### src/rtl/mk_network_simple_if.sv
// Method-level signal bundle between user endpoints and the 2x2 network.
// Signal names match the generated network wrapper so existing endpoints bind unchanged.
interface mk_network_simple_if;
    localparam int unsigned FLIT_W  = 36;
    localparam int unsigned NUM_VCS = 2;

    logic [FLIT_W-1:0]  send_ports_0_putFlit_flit_in;
    logic               EN_send_ports_0_putFlit;
    logic               EN_send_ports_0_getNonFullVCs;
    logic [NUM_VCS-1:0] send_ports_0_getNonFullVCs;
    logic [FLIT_W-1:0]  send_ports_1_putFlit_flit_in;
    logic               EN_send_ports_1_putFlit;
    logic               EN_send_ports_1_getNonFullVCs;
    logic [NUM_VCS-1:0] send_ports_1_getNonFullVCs;

    logic               EN_recv_ports_0_getFlit;
    logic [FLIT_W-1:0]  recv_ports_0_getFlit;
    logic [NUM_VCS-1:0] recv_ports_0_putNonFullVCs_nonFullVCs;
    logic               EN_recv_ports_0_putNonFullVCs;
    logic               EN_recv_ports_1_getFlit;
    logic [FLIT_W-1:0]  recv_ports_1_getFlit;
    logic [NUM_VCS-1:0] recv_ports_1_putNonFullVCs_nonFullVCs;
    logic               EN_recv_ports_1_putNonFullVCs;

    modport master (
        output send_ports_0_putFlit_flit_in, EN_send_ports_0_putFlit, EN_send_ports_0_getNonFullVCs,
        output send_ports_1_putFlit_flit_in, EN_send_ports_1_putFlit, EN_send_ports_1_getNonFullVCs,
        input  send_ports_0_getNonFullVCs, send_ports_1_getNonFullVCs,
        output EN_recv_ports_0_getFlit, recv_ports_0_putNonFullVCs_nonFullVCs, EN_recv_ports_0_putNonFullVCs,
        output EN_recv_ports_1_getFlit, recv_ports_1_putNonFullVCs_nonFullVCs, EN_recv_ports_1_putNonFullVCs,
        input  recv_ports_0_getFlit, recv_ports_1_getFlit
    );

    modport slave (
        input  send_ports_0_putFlit_flit_in, EN_send_ports_0_putFlit, EN_send_ports_0_getNonFullVCs,
        input  send_ports_1_putFlit_flit_in, EN_send_ports_1_putFlit, EN_send_ports_1_getNonFullVCs,
        output send_ports_0_getNonFullVCs, send_ports_1_getNonFullVCs,
        input  EN_recv_ports_0_getFlit, recv_ports_0_putNonFullVCs_nonFullVCs, EN_recv_ports_0_putNonFullVCs,
        input  EN_recv_ports_1_getFlit, recv_ports_1_putNonFullVCs_nonFullVCs, EN_recv_ports_1_putNonFullVCs,
        output recv_ports_0_getFlit, recv_ports_1_getFlit
    );
endinterface

### src/rtl/mk_network_simple.sv
// 2x2 input-buffered virtual-channel wormhole router with separable round-robin allocation.
// Flit: valid, tail, dest, vc, data (MSB to LSB); receivers advertise free VCs via a latched mask.
module mk_network_simple (
    input logic             CLK,
    input logic             RST_N,
    mk_network_simple_if.slave net
);
    localparam int unsigned FLIT_DATA_WIDTH   = 32;
    localparam int unsigned NUM_VCS           = 2;
    localparam int unsigned FLIT_BUFFER_DEPTH = 4;
    localparam int unsigned NUM_PORTS         = 2;
    localparam int unsigned VC_BITS           = 1;
    localparam int unsigned DEST_BITS         = 1;
    localparam int unsigned FLIT_W            = 2 + FLIT_DATA_WIDTH + DEST_BITS + VC_BITS;
    localparam int unsigned PTR_BITS          = 2;
    localparam int unsigned CNT_BITS          = 3;
    localparam int unsigned VALID_B           = FLIT_W - 1;
    localparam int unsigned TAIL_B            = FLIT_W - 2;
    localparam int unsigned DEST_LSB          = FLIT_DATA_WIDTH + VC_BITS;
    localparam int unsigned VC_LSB            = FLIT_DATA_WIDTH;

    function automatic logic [VC_BITS-1:0] vc_add(input logic [VC_BITS-1:0] p, input int k);
        return VC_BITS'((int'(p) + k) % int'(NUM_VCS));
    endfunction

    function automatic logic [DEST_BITS-1:0] port_add(input logic [DEST_BITS-1:0] p, input int k);
        return DEST_BITS'((int'(p) + k) % int'(NUM_PORTS));
    endfunction

    logic                 put_en   [NUM_PORTS];
    logic [FLIT_W-1:0]    put_flit [NUM_PORTS];
    logic                 get_en   [NUM_PORTS];
    logic                 mask_en  [NUM_PORTS];
    logic [NUM_VCS-1:0]   mask_in  [NUM_PORTS];
    logic                 unused_method_en;

    logic [FLIT_W-1:0]    buf_q    [NUM_PORTS][NUM_VCS][FLIT_BUFFER_DEPTH];
    logic [PTR_BITS-1:0]  rd_q     [NUM_PORTS][NUM_VCS];
    logic [PTR_BITS-1:0]  wr_q     [NUM_PORTS][NUM_VCS];
    logic [CNT_BITS-1:0]  cnt_q    [NUM_PORTS][NUM_VCS];
    logic                 active_q [NUM_PORTS][NUM_VCS];
    logic                 busy_q   [NUM_PORTS][NUM_VCS];
    logic [DEST_BITS-1:0] owner_q  [NUM_PORTS][NUM_VCS];
    logic [VC_BITS-1:0]   in_ptr_q [NUM_PORTS];
    logic [DEST_BITS-1:0] out_ptr_q[NUM_PORTS];
    logic [NUM_VCS-1:0]   mask_q   [NUM_PORTS];
    logic [FLIT_W-1:0]    out_q    [NUM_PORTS];

    logic [FLIT_W-1:0]    head_c       [NUM_PORTS][NUM_VCS];
    logic [DEST_BITS-1:0] dest_c       [NUM_PORTS][NUM_VCS];
    logic                 req_c        [NUM_PORTS][NUM_VCS];
    logic [NUM_VCS-1:0]   nonfull_c    [NUM_PORTS];
    logic                 pick_valid_c [NUM_PORTS];
    logic [VC_BITS-1:0]   pick_vc_c    [NUM_PORTS];
    logic [DEST_BITS-1:0] pick_dest_c  [NUM_PORTS];
    logic [FLIT_W-1:0]    pick_flit_c  [NUM_PORTS];
    logic                 grant_valid_c[NUM_PORTS];
    logic [DEST_BITS-1:0] grant_in_c   [NUM_PORTS];
    logic [FLIT_W-1:0]    grant_flit_c [NUM_PORTS];
    logic                 win_c        [NUM_PORTS];
    logic                 pop_c        [NUM_PORTS][NUM_VCS];
    logic                 push_c       [NUM_PORTS][NUM_VCS];

    assign put_en[0]   = net.EN_send_ports_0_putFlit;
    assign put_en[1]   = net.EN_send_ports_1_putFlit;
    assign put_flit[0] = net.send_ports_0_putFlit_flit_in;
    assign put_flit[1] = net.send_ports_1_putFlit_flit_in;
    assign get_en[0]   = net.EN_recv_ports_0_getFlit;
    assign get_en[1]   = net.EN_recv_ports_1_getFlit;
    assign mask_en[0]  = net.EN_recv_ports_0_putNonFullVCs;
    assign mask_en[1]  = net.EN_recv_ports_1_putNonFullVCs;
    assign mask_in[0]  = net.recv_ports_0_putNonFullVCs_nonFullVCs;
    assign mask_in[1]  = net.recv_ports_1_putNonFullVCs_nonFullVCs;

    // getNonFullVCs is always valid; its method enable carries no information.
    assign unused_method_en = net.EN_send_ports_0_getNonFullVCs | net.EN_send_ports_1_getNonFullVCs;

    assign net.send_ports_0_getNonFullVCs = nonfull_c[0];
    assign net.send_ports_1_getNonFullVCs = nonfull_c[1];
    assign net.recv_ports_0_getFlit       = out_q[0];
    assign net.recv_ports_1_getFlit       = out_q[1];

    // Per (input, VC): head flit can move if it owns/can claim its output VC, has credit and a free slot.
    always_comb begin : eligibility
        for (int i = 0; i < NUM_PORTS; i++) begin
            for (int v = 0; v < NUM_VCS; v++) begin
                head_c[i][v]    = buf_q[i][v][rd_q[i][v]];
                dest_c[i][v]    = head_c[i][v][DEST_LSB +: DEST_BITS];
                nonfull_c[i][v] = (cnt_q[i][v] != CNT_BITS'(FLIT_BUFFER_DEPTH));
                req_c[i][v]     = (cnt_q[i][v] != '0)
                    && (active_q[i][v]
                        ? (busy_q[dest_c[i][v]][v] && (owner_q[dest_c[i][v]][v] == DEST_BITS'(i)))
                        : !busy_q[dest_c[i][v]][v])
                    && mask_q[dest_c[i][v]][v]
                    && (!out_q[dest_c[i][v]][VALID_B] || get_en[dest_c[i][v]]);
            end
        end
    end

    // Stage 1: one VC per input, round-robin from in_ptr_q.
    always_comb begin : vc_select
        for (int i = 0; i < NUM_PORTS; i++) begin
            pick_valid_c[i] = 1'b0;
            pick_vc_c[i]    = '0;
            for (int k = 0; k < NUM_VCS; k++) begin
                if (!pick_valid_c[i] && req_c[i][vc_add(in_ptr_q[i], k)]) begin
                    pick_valid_c[i] = 1'b1;
                    pick_vc_c[i]    = vc_add(in_ptr_q[i], k);
                end
            end
            pick_dest_c[i] = dest_c[i][pick_vc_c[i]];
            pick_flit_c[i] = head_c[i][pick_vc_c[i]];
        end
    end

    // Stage 2: one input per output, round-robin from out_ptr_q.
    always_comb begin : port_select
        for (int j = 0; j < NUM_PORTS; j++) begin
            grant_valid_c[j] = 1'b0;
            grant_in_c[j]    = '0;
            for (int k = 0; k < NUM_PORTS; k++) begin
                if (!grant_valid_c[j] && pick_valid_c[port_add(out_ptr_q[j], k)]
                    && (pick_dest_c[port_add(out_ptr_q[j], k)] == DEST_BITS'(j))) begin
                    grant_valid_c[j] = 1'b1;
                    grant_in_c[j]    = port_add(out_ptr_q[j], k);
                end
            end
            grant_flit_c[j] = pick_flit_c[grant_in_c[j]];
        end
    end

    // A full FIFO still accepts a push in the cycle it is popped.
    always_comb begin : fifo_ctrl
        for (int i = 0; i < NUM_PORTS; i++) begin
            win_c[i] = 1'b0;
            for (int j = 0; j < NUM_PORTS; j++) begin
                if (grant_valid_c[j] && (grant_in_c[j] == DEST_BITS'(i))) begin
                    win_c[i] = 1'b1;
                end
            end
            for (int v = 0; v < NUM_VCS; v++) begin
                pop_c[i][v]  = win_c[i] && (pick_vc_c[i] == VC_BITS'(v));
                push_c[i][v] = put_en[i] && put_flit[i][VALID_B]
                    && (put_flit[i][VC_LSB +: VC_BITS] == VC_BITS'(v))
                    && (nonfull_c[i][v] || pop_c[i][v]);
            end
        end
    end

    always_ff @(posedge CLK) begin : buffer_write
        for (int i = 0; i < NUM_PORTS; i++) begin
            for (int v = 0; v < NUM_VCS; v++) begin
                if (push_c[i][v]) begin
                    buf_q[i][v][wr_q[i][v]] <= put_flit[i];
                end
            end
        end
    end

    always_ff @(posedge CLK) begin : state_update
        if (RST_N) begin
            for (int i = 0; i < NUM_PORTS; i++) begin
                for (int v = 0; v < NUM_VCS; v++) begin
                    rd_q[i][v]     <= '0;
                    wr_q[i][v]     <= '0;
                    cnt_q[i][v]    <= '0;
                    active_q[i][v] <= 1'b0;
                    busy_q[i][v]   <= 1'b0;
                    owner_q[i][v]  <= '0;
                end
                in_ptr_q[i]  <= '0;
                out_ptr_q[i] <= '0;
                mask_q[i]    <= '0;
                out_q[i]     <= '0;
            end
        end else begin
            for (int i = 0; i < NUM_PORTS; i++) begin
                for (int v = 0; v < NUM_VCS; v++) begin
                    if (push_c[i][v]) wr_q[i][v] <= wr_q[i][v] + PTR_BITS'(1);
                    if (pop_c[i][v])  rd_q[i][v] <= rd_q[i][v] + PTR_BITS'(1);
                    cnt_q[i][v] <= cnt_q[i][v] + CNT_BITS'(push_c[i][v]) - CNT_BITS'(pop_c[i][v]);
                end
                if (win_c[i]) in_ptr_q[i] <= vc_add(pick_vc_c[i], 1);
            end
            for (int j = 0; j < NUM_PORTS; j++) begin
                if (mask_en[j]) mask_q[j] <= mask_in[j];
                if (grant_valid_c[j]) begin
                    out_q[j]     <= grant_flit_c[j];
                    out_ptr_q[j] <= port_add(grant_in_c[j], 1);
                    // Heads claim the output VC; tails (incl. single-flit packets) release it.
                    if (grant_flit_c[j][TAIL_B]) begin
                        active_q[grant_in_c[j]][pick_vc_c[grant_in_c[j]]] <= 1'b0;
                        busy_q[j][pick_vc_c[grant_in_c[j]]]               <= 1'b0;
                    end else if (!active_q[grant_in_c[j]][pick_vc_c[grant_in_c[j]]]) begin
                        active_q[grant_in_c[j]][pick_vc_c[grant_in_c[j]]] <= 1'b1;
                        busy_q[j][pick_vc_c[grant_in_c[j]]]               <= 1'b1;
                        owner_q[j][pick_vc_c[grant_in_c[j]]]              <= grant_in_c[j];
                    end
                end else if (get_en[j]) begin
                    out_q[j] <= '0;
                end
            end
        end
    end
endmodule

### src/flat_wrapper.sv
// flat-port wrapper written by rule: the top's interface ports become plain ports
module mk_network_simple_flat 
  (CLK, RST_N, net_send_ports_0_putFlit_flit_in, net_EN_send_ports_0_putFlit, net_EN_send_ports_0_getNonFullVCs, net_send_ports_1_putFlit_flit_in, net_EN_send_ports_1_putFlit, net_EN_send_ports_1_getNonFullVCs, net_send_ports_0_getNonFullVCs, net_send_ports_1_getNonFullVCs, net_EN_recv_ports_0_getFlit, net_recv_ports_0_putNonFullVCs_nonFullVCs, net_EN_recv_ports_0_putNonFullVCs, net_EN_recv_ports_1_getFlit, net_recv_ports_1_putNonFullVCs_nonFullVCs, net_EN_recv_ports_1_putNonFullVCs, net_recv_ports_0_getFlit, net_recv_ports_1_getFlit);
  mk_network_simple_if net_i ();
  input logic CLK;
  input logic RST_N;
  input wire logic [$bits(net_i.send_ports_0_putFlit_flit_in)-1:0] net_send_ports_0_putFlit_flit_in;
  input wire logic [$bits(net_i.EN_send_ports_0_putFlit)-1:0] net_EN_send_ports_0_putFlit;
  input wire logic [$bits(net_i.EN_send_ports_0_getNonFullVCs)-1:0] net_EN_send_ports_0_getNonFullVCs;
  input wire logic [$bits(net_i.send_ports_1_putFlit_flit_in)-1:0] net_send_ports_1_putFlit_flit_in;
  input wire logic [$bits(net_i.EN_send_ports_1_putFlit)-1:0] net_EN_send_ports_1_putFlit;
  input wire logic [$bits(net_i.EN_send_ports_1_getNonFullVCs)-1:0] net_EN_send_ports_1_getNonFullVCs;
  output wire logic [$bits(net_i.send_ports_0_getNonFullVCs)-1:0] net_send_ports_0_getNonFullVCs;
  output wire logic [$bits(net_i.send_ports_1_getNonFullVCs)-1:0] net_send_ports_1_getNonFullVCs;
  input wire logic [$bits(net_i.EN_recv_ports_0_getFlit)-1:0] net_EN_recv_ports_0_getFlit;
  input wire logic [$bits(net_i.recv_ports_0_putNonFullVCs_nonFullVCs)-1:0] net_recv_ports_0_putNonFullVCs_nonFullVCs;
  input wire logic [$bits(net_i.EN_recv_ports_0_putNonFullVCs)-1:0] net_EN_recv_ports_0_putNonFullVCs;
  input wire logic [$bits(net_i.EN_recv_ports_1_getFlit)-1:0] net_EN_recv_ports_1_getFlit;
  input wire logic [$bits(net_i.recv_ports_1_putNonFullVCs_nonFullVCs)-1:0] net_recv_ports_1_putNonFullVCs_nonFullVCs;
  input wire logic [$bits(net_i.EN_recv_ports_1_putNonFullVCs)-1:0] net_EN_recv_ports_1_putNonFullVCs;
  output wire logic [$bits(net_i.recv_ports_0_getFlit)-1:0] net_recv_ports_0_getFlit;
  output wire logic [$bits(net_i.recv_ports_1_getFlit)-1:0] net_recv_ports_1_getFlit;
  assign net_i.send_ports_0_putFlit_flit_in = net_send_ports_0_putFlit_flit_in;
  assign net_i.EN_send_ports_0_putFlit = net_EN_send_ports_0_putFlit;
  assign net_i.EN_send_ports_0_getNonFullVCs = net_EN_send_ports_0_getNonFullVCs;
  assign net_i.send_ports_1_putFlit_flit_in = net_send_ports_1_putFlit_flit_in;
  assign net_i.EN_send_ports_1_putFlit = net_EN_send_ports_1_putFlit;
  assign net_i.EN_send_ports_1_getNonFullVCs = net_EN_send_ports_1_getNonFullVCs;
  assign net_send_ports_0_getNonFullVCs = net_i.send_ports_0_getNonFullVCs;
  assign net_send_ports_1_getNonFullVCs = net_i.send_ports_1_getNonFullVCs;
  assign net_i.EN_recv_ports_0_getFlit = net_EN_recv_ports_0_getFlit;
  assign net_i.recv_ports_0_putNonFullVCs_nonFullVCs = net_recv_ports_0_putNonFullVCs_nonFullVCs;
  assign net_i.EN_recv_ports_0_putNonFullVCs = net_EN_recv_ports_0_putNonFullVCs;
  assign net_i.EN_recv_ports_1_getFlit = net_EN_recv_ports_1_getFlit;
  assign net_i.recv_ports_1_putNonFullVCs_nonFullVCs = net_recv_ports_1_putNonFullVCs_nonFullVCs;
  assign net_i.EN_recv_ports_1_putNonFullVCs = net_EN_recv_ports_1_putNonFullVCs;
  assign net_recv_ports_0_getFlit = net_i.recv_ports_0_getFlit;
  assign net_recv_ports_1_getFlit = net_i.recv_ports_1_getFlit;
  mk_network_simple u_core (.CLK(CLK), .RST_N(RST_N), .net(net_i));
endmodule
### config.mk
export PLATFORM = sky130hd
export DESIGN_NAME = mk_network_simple_flat
export DESIGN_NICKNAME = d
export VERILOG_FILES = /design/src/rtl/mk_network_simple_if.sv /design/src/rtl/mk_network_simple.sv /design/src/flat_wrapper.sv
export SDC_FILE = /design/constraint.sdc
export NUM_CORES = 1
export LEC_CHECK = 0
export CORE_MARGIN = 8
export CORE_UTILIZATION = 25
export CTS_BUF_LIST = sky130_fd_sc_hd__clkbuf_16
export DETAILED_ROUTE_END_ITERATION = 16
export SYNTH_ARGS = -nofsm -noshare
export SYNTH_HDL_FRONTEND = slang
export SYNTH_SLANG_ARGS = --single-unit
### constraint.sdc
create_clock -name CLK -period 4.3 [get_ports CLK]
set_clock_uncertainty 0.2 [all_clocks]
set_input_delay 0.645 -clock CLK [delete_from_list [all_inputs] [get_ports CLK]]
set_output_delay 0.645 -clock CLK [all_outputs]
set_load 0.03 [all_outputs]
* Yosys cells after proc, flatten, opt, wreduce, memory -nomap -nowiden
Memory sizes are Yosys's and may differ from the RTL's. Cells that the tools add are included.
Operators by class: add/subtract/negate cells 24, order comparisons 32, muxes and demuxes 245, reductions and logical operators 74, bitwise operators 74, equal/unequal tests 4
Operators by type and width (count):
- $mux 36 | 28
- $mux 144 | 4
- $bmux 36 s2 | 4
- $demux 36 s2 | 4
- $mux 1 | 181
- $logic_and 1x1->1 | 48
- $or 1x1->1 | 38
- $ge 2x2->1 const B | 18
- $mux 2 | 18
- $not 1->2 | 18
- $ge 3x3->1 const B | 8
- $not 2->3 | 8
- $add 2x1->2 const B | 8
- $add 3x1->3 | 4
- $logic_not 1->1 | 12
- $lt 3x1->1 const B | 4
- $mux 3 | 4
- $ne 3x3->1 const B | 4
- $reduce_bool 3->1 | 4
- $sub 3x1->3 | 4
- $not 1->1 | 10
- $add 1x1->1 const B | 8
- $logic_or 1x1->1 | 8
- $lt 2x1->1 const B | 2
- 2 further kinds | 4
Storage, ports and cells: word-level logic and storage cells 464, memories 11, register bits 0, output and inout bits 76, input port bits 86, bits in writable memories 696
Memory list:
- u_core.buf_q | words 2, width 288, read ports 2, clocked after memory_dff 0, write ports 2, RTL line mk_network_simple.sv:37 | logic [FLIT_W-1:0] buf_q [NUM_PORTS][NUM_VCS][FLIT_BUFFER_DEPTH];
- u_core.out_q | words 2, width 36, read ports 6, clocked after memory_dff 0, write ports 2, RTL line mk_network_simple.sv:47 | logic [FLIT_W-1:0] out_q [NUM_PORTS];
- u_core.cnt_q | words 2, width 6, read ports 2, clocked after memory_dff 0, write ports 2, RTL line mk_network_simple.sv:40 | logic [CNT_BITS-1:0] cnt_q [NUM_PORTS][NUM_VCS];
- u_core.rd_q | words 2, width 4, read ports 2, clocked after memory_dff 0, write ports 2, RTL line mk_network_simple.sv:38 | logic [PTR_BITS-1:0] rd_q [NUM_PORTS][NUM_VCS];
- u_core.wr_q | words 2, width 4, read ports 2, clocked after memory_dff 0, write ports 2, RTL line mk_network_simple.sv:39 | logic [PTR_BITS-1:0] wr_q [NUM_PORTS][NUM_VCS];
- u_core.active_q | words 2, width 2, read ports 4, clocked after memory_dff 0, write ports 2, RTL line mk_network_simple.sv:41 | logic active_q [NUM_PORTS][NUM_VCS];
- 5 more memories

* Logic depth before layout (Yosys ltp)
An unclocked memory read counts as a cell.
word-level depth 49, mapped depth 15, depth with buffers taken out 14

* Worst setup path after synthesis
Ideal clock, no wire load.
path kind register to register, start point memory u_core.rd_q[0][0] (netlist bit), end point memory u_core.buf_q[0][0] (netlist bit) (enable), data required time 3.671 ns, arrival time 3.993 ns, cell stages (with the launch flop) 10, library setup time 0.429 ns, slack -0.323 ns, period minus slack after synthesis 4.623 ns, buffers on the path 0, path through edfxtp_1 -> mux4_2 -> a2111o_1 -> a21oi_2 -> nor2b_1 -> a211oi_4 -> o21ai_1 -> inv_1 -> o2111ai_2 -> nor2_1
RTL lines (RTL line):
- from (decl) | mk_network_simple.sv:38
- to (decl) | mk_network_simple.sv:37

==> results.yml <==
synthesis:
  yosysWarningCount: 0
  synth_edf_count: 644
  synth_top_family_by_area: "multiplexers"
  ys_ff_latch: 696
  syn_inst: 1502
  muxShareOfSynthArea_pct: 14.6
  yosysTopAreaCellShare_pct: 69.5
  async_reset_ff_share_pct: 0
  synth_compound_area_share_pct: 4.63
  yosysSeqAreaShare_pct: 73.2
  synth.avg_cell_area_um2: 18.5
  ys_types: 71
  synth-simple-area-share_pct: 4.03
  ys.flop_type: "edfxtp_1"
  synth_area_mm2: 0.0278
  synth_top_area_cell: "edfxtp_1"
  synth_xor_xnor_area_share_pct: 0.378
  synthesis.nets: 1616
  yosys-top-cells-area: "edfxtp_1 69%, mux4_2 12%, dfxtp_1 3.7%, mux2_2 1.5%, mux2i_1 1.4%"
  yosys.area_share.adder_pct: 1.37
timing:
  tns_ns: 0
  fin_crit_sh_pct: 95.5
  worst_pin_slew_ns: 0.882
  maxSlewHeadroom_pct: 41.2
  fmax_ghz: 0.244
  finalCriticalPeriod_ns: 4.11
  setup_viol: 0
  rsz0062_at_grt: "no"
  hold_viol_final: 0
  finalMaxSlewViolations: 0
run_status:
  status: "finished, final reports clean"
route:
  vias: 14700
  route.detailed.drc: 0
  ant_nets: 0
  drt-vias-per-instance: 4.43
  drtIter0Drc: 1391
  wl_per_cell_um: 21.9
  dr.pass1.iters: 5
  routed_wl_mm: 72.7
clock_network:
  cts_root_buf: "clkbuf_16"
  numCtsBuffers: 76
  insertion_delay_ns: 0.63
  h-tree-depth: 3
  clock_path_buffers: 3
  cts_sinks: 696
  path_clk_slew_ns: 0.06
  cts_tree: "built"
  holdBufCountCts: 0
global_routing:
  grt_first_pass_wirelength_mm: 106
  grt_usage_pct: 11.7
  grt_pass1_vias: 15400
  use_met1_pct: 14.9
  grt_use_met2_pct: 18.9
  grt_max_degree: 74
  top_usage_layer: "met2"
  antenna_found_initial: 22
  grt-ovfl-total: 0
  grtUsageMet3_pct: 4.14
setup_path:
  required_ns: 4.57
  setup.worst_path.start_class: "flop"
  cp_slowest_stage_delay_ns: 0.60
  arrival_ns: 4.38
  crit_fanout: 4
  critPathKind: "reg -> reg"
  end_kind: "flop"
  worstPathCellList: "mux4_2, a2111o_1, a211o_1, a211oi_4, a311oi_4, o21ai_2, inv_2, ha_1, inv_1, ha_1, fa_1, xnor2_1, xnor2_1, nor2_1"
  worst_path_max_delay_cell: "mux4_2"
floorplan:
  coreArea_mm2: 0.111
  die-area_mm2: 0.122
  rows: 122
  die_y_um: 350
  die_w_um: 350
  io_pins: 162
  start_util_pct: 25.2
final_layout:
  drive_gt1_share_pct: 23.9
  fin_cells: 3326
  finalNetCount: 1881
  area_growth_pct: 24.7
power_and_ir_drop:
  leakagePower_nw: 11.4
  power.density_mw_per_mm2: 481
  ir_drop_v: 0.000278
place:
  dpl.cell_count: 3176
  dp_hpwl_mm: 47.8
  place.gp.congestion: 0.808
  io_buffers: 159
run:
  cap_viol_max_count: 0
hold_path:
  hold_class: "reg -> reg"
[registers in the layout, indices dropped and copies added (netlist names)]
signal	count
u_core.cnt_q	12
u_core.buf_q	576
u_core.wr_q	8
u_core.in_ptr_q	2
u_core.out_ptr_q	2
u_core.mask_q	4
u_core.busy_q	4
u_core.rd_q	8
u_core.out_q	72
u_core.owner_q	4
u_core.active_q	4
[through the flow]
| step | util (%) | hold WS, ns | setup WS [ns] | power [W] | cell area, µm² |
|---|---|---|---|---|---|
| after floorplan | - | 0.277 | -0.323 | 0.00936 | 27800 |
| after global placement | 29.1 | 0.246 | 0.0253 | 0.0104 | 32200 |
| after detailed placement | 29.1 | 0.243 | -0.0248 | 0.0105 | 32200 |
| after CTS | 31.4 | 0.259 | 0.146 | 0.0169 | 34700 |
| after global routing | 31.4 | 0.278 | 0.0106 | 0.0173 | 34700 |
| final | 31.4 | 0.254 | 0.194 | 0.0167 | 34700 |
[cells in the final DEF (no fill, tap or decap), types with 4 or more instances in the layout]
cell | netlist | routed
and2_2 | 0 | 12
xnor2_1 | 10 | 10
clkinv_1 | 0 | 21
a211oi_1 | 38 | 38
nand3_1 | 6 | 6
clkbuf_16 | 0 | 77
clkdlybuf4s50_1 | 0 | 158
ha_1 | 24 | 24
dfxtp_1 | 52 | 52
o21ai_0 | 38 | 38
mux4_2 | 144 | 144
buf_4 | 1 | 70
or3_1 | 9 | 8
clkinvlp_4 | 0 | 4
nor2b_1 | 12 | 12
o21ai_1 | 8 | 7
buf_12 | 0 | 32
o211ai_1 | 5 | 5
a21oi_1 | 40 | 40
nor3_1 | 8 | 8
nor2_1 | 104 | 100
o2111a_1 | 4 | 4
bufinv_16 | 0 | 6
nand2b_1 | 4 | 4
or2_2 | 7 | 7
o2111ai_1 | 6 | 6
nand2_1 | 56 | 56
edfxtp_1 | 644 | 644
mux2_2 | 37 | 37
diode_2 | 0 | 10
clkinv_2 | 0 | 10
inv_1 | 43 | 52
fa_1 | 4 | 4
mux2i_1 | 40 | 40
and3_1 | 9 | 9
nor2_4 | 0 | 4
and2_1 | 20 | 8
inv_6 | 0 | 5
[cell usage after synthesis, drive strengths merged (10+ instances only)]
library cell / number
dfxtp: 52
o21ai: 47
clkbuf: 46
a211oi: 41
ha: 24
inv: 45
and2: 20
mux2i: 41
nand2: 56
mux2: 37
mux4: 144
nor2b: 12
buf: 28
a21oi: 42
edfxtp: 644
xnor2: 10
nor2: 104
[cell families (layout without fill, tap and decap cells)]
logic type	count (synthesis)	in the layout
buffers and inverters	119	445
AND/OR/NAND/NOR	243	243
flip-flops	696	696
other	0	10
XOR/XNOR	12	12
multiplexers	222	222
AO/OA/AOI/OAI	182	182
adder cells (fa/ha/maj)	28	28
[final timing paths]
check	start	slack [ns]	endpoint	depth (start not counted)
max	u_core.rd_q[0][0]	0.19	u_core.cnt_q[1][2]	14
min	u_core.out_q[1][27]	0.25	u_core.out_q[1][27]	2
max reg2reg	u_core.rd_q[0][0]	0.19	u_core.cnt_q[1][2]	14
min reg2reg	u_core.out_q[1][27]	0.25	u_core.out_q[1][27]	2
[repair_timing]
action	4_1_cts	5_1_grt
buffers inserted	0	1
endpoints found under the setup margin	0	1
gates resized for setup	0	1
[layout make-up]
type | instances | area [µm²]
tap | 1488 | 1860
sequential | 696 | 20400
clock inverter | 62 | 539
multi-input combinational | 687 | 7060
clock buffer | 77 | 1930
timing repair buffer | 261 | 2750
fill | 10700 | 75800
antenna | 10 | 25.0
inverter | 45 | 169
[where the power goes]
| part | total, W | switching, W | internal (W) | leakage (nW) |
|---|---|---|---|---|
| Combinational | 0.00247 | 0.00145 | 0.00102 | 3.82 |
| Clock | 0.00637 | 0.00271 | 0.00366 | 1.23 |
| Sequential | 0.00784 | 0.000149 | 0.00769 | 6.36 |
[per-layer routing]
layer | part of all wire, % | up-vias
met3 | 8.9 | 109
met5 | 0.12 | -
met2 | 47 | 428
li1 | - | 6569
met4 | 2.2 | 14
met1 | 42 | 7622
[critical path: cells and delay by family, from the launching register on]
family / cells / cell delay [ns]
compound gates: 5 / 1.41
buf+inv: 2 / 0.10
mux: 1 / 0.60
simple gates: 1 / 0.06
flops: 1 / 0.39
xor+xnor: 2 / 0.34
fa+ha+maj: 3 / 0.88
No activity file was read; power rests on OpenSTA's default activity.
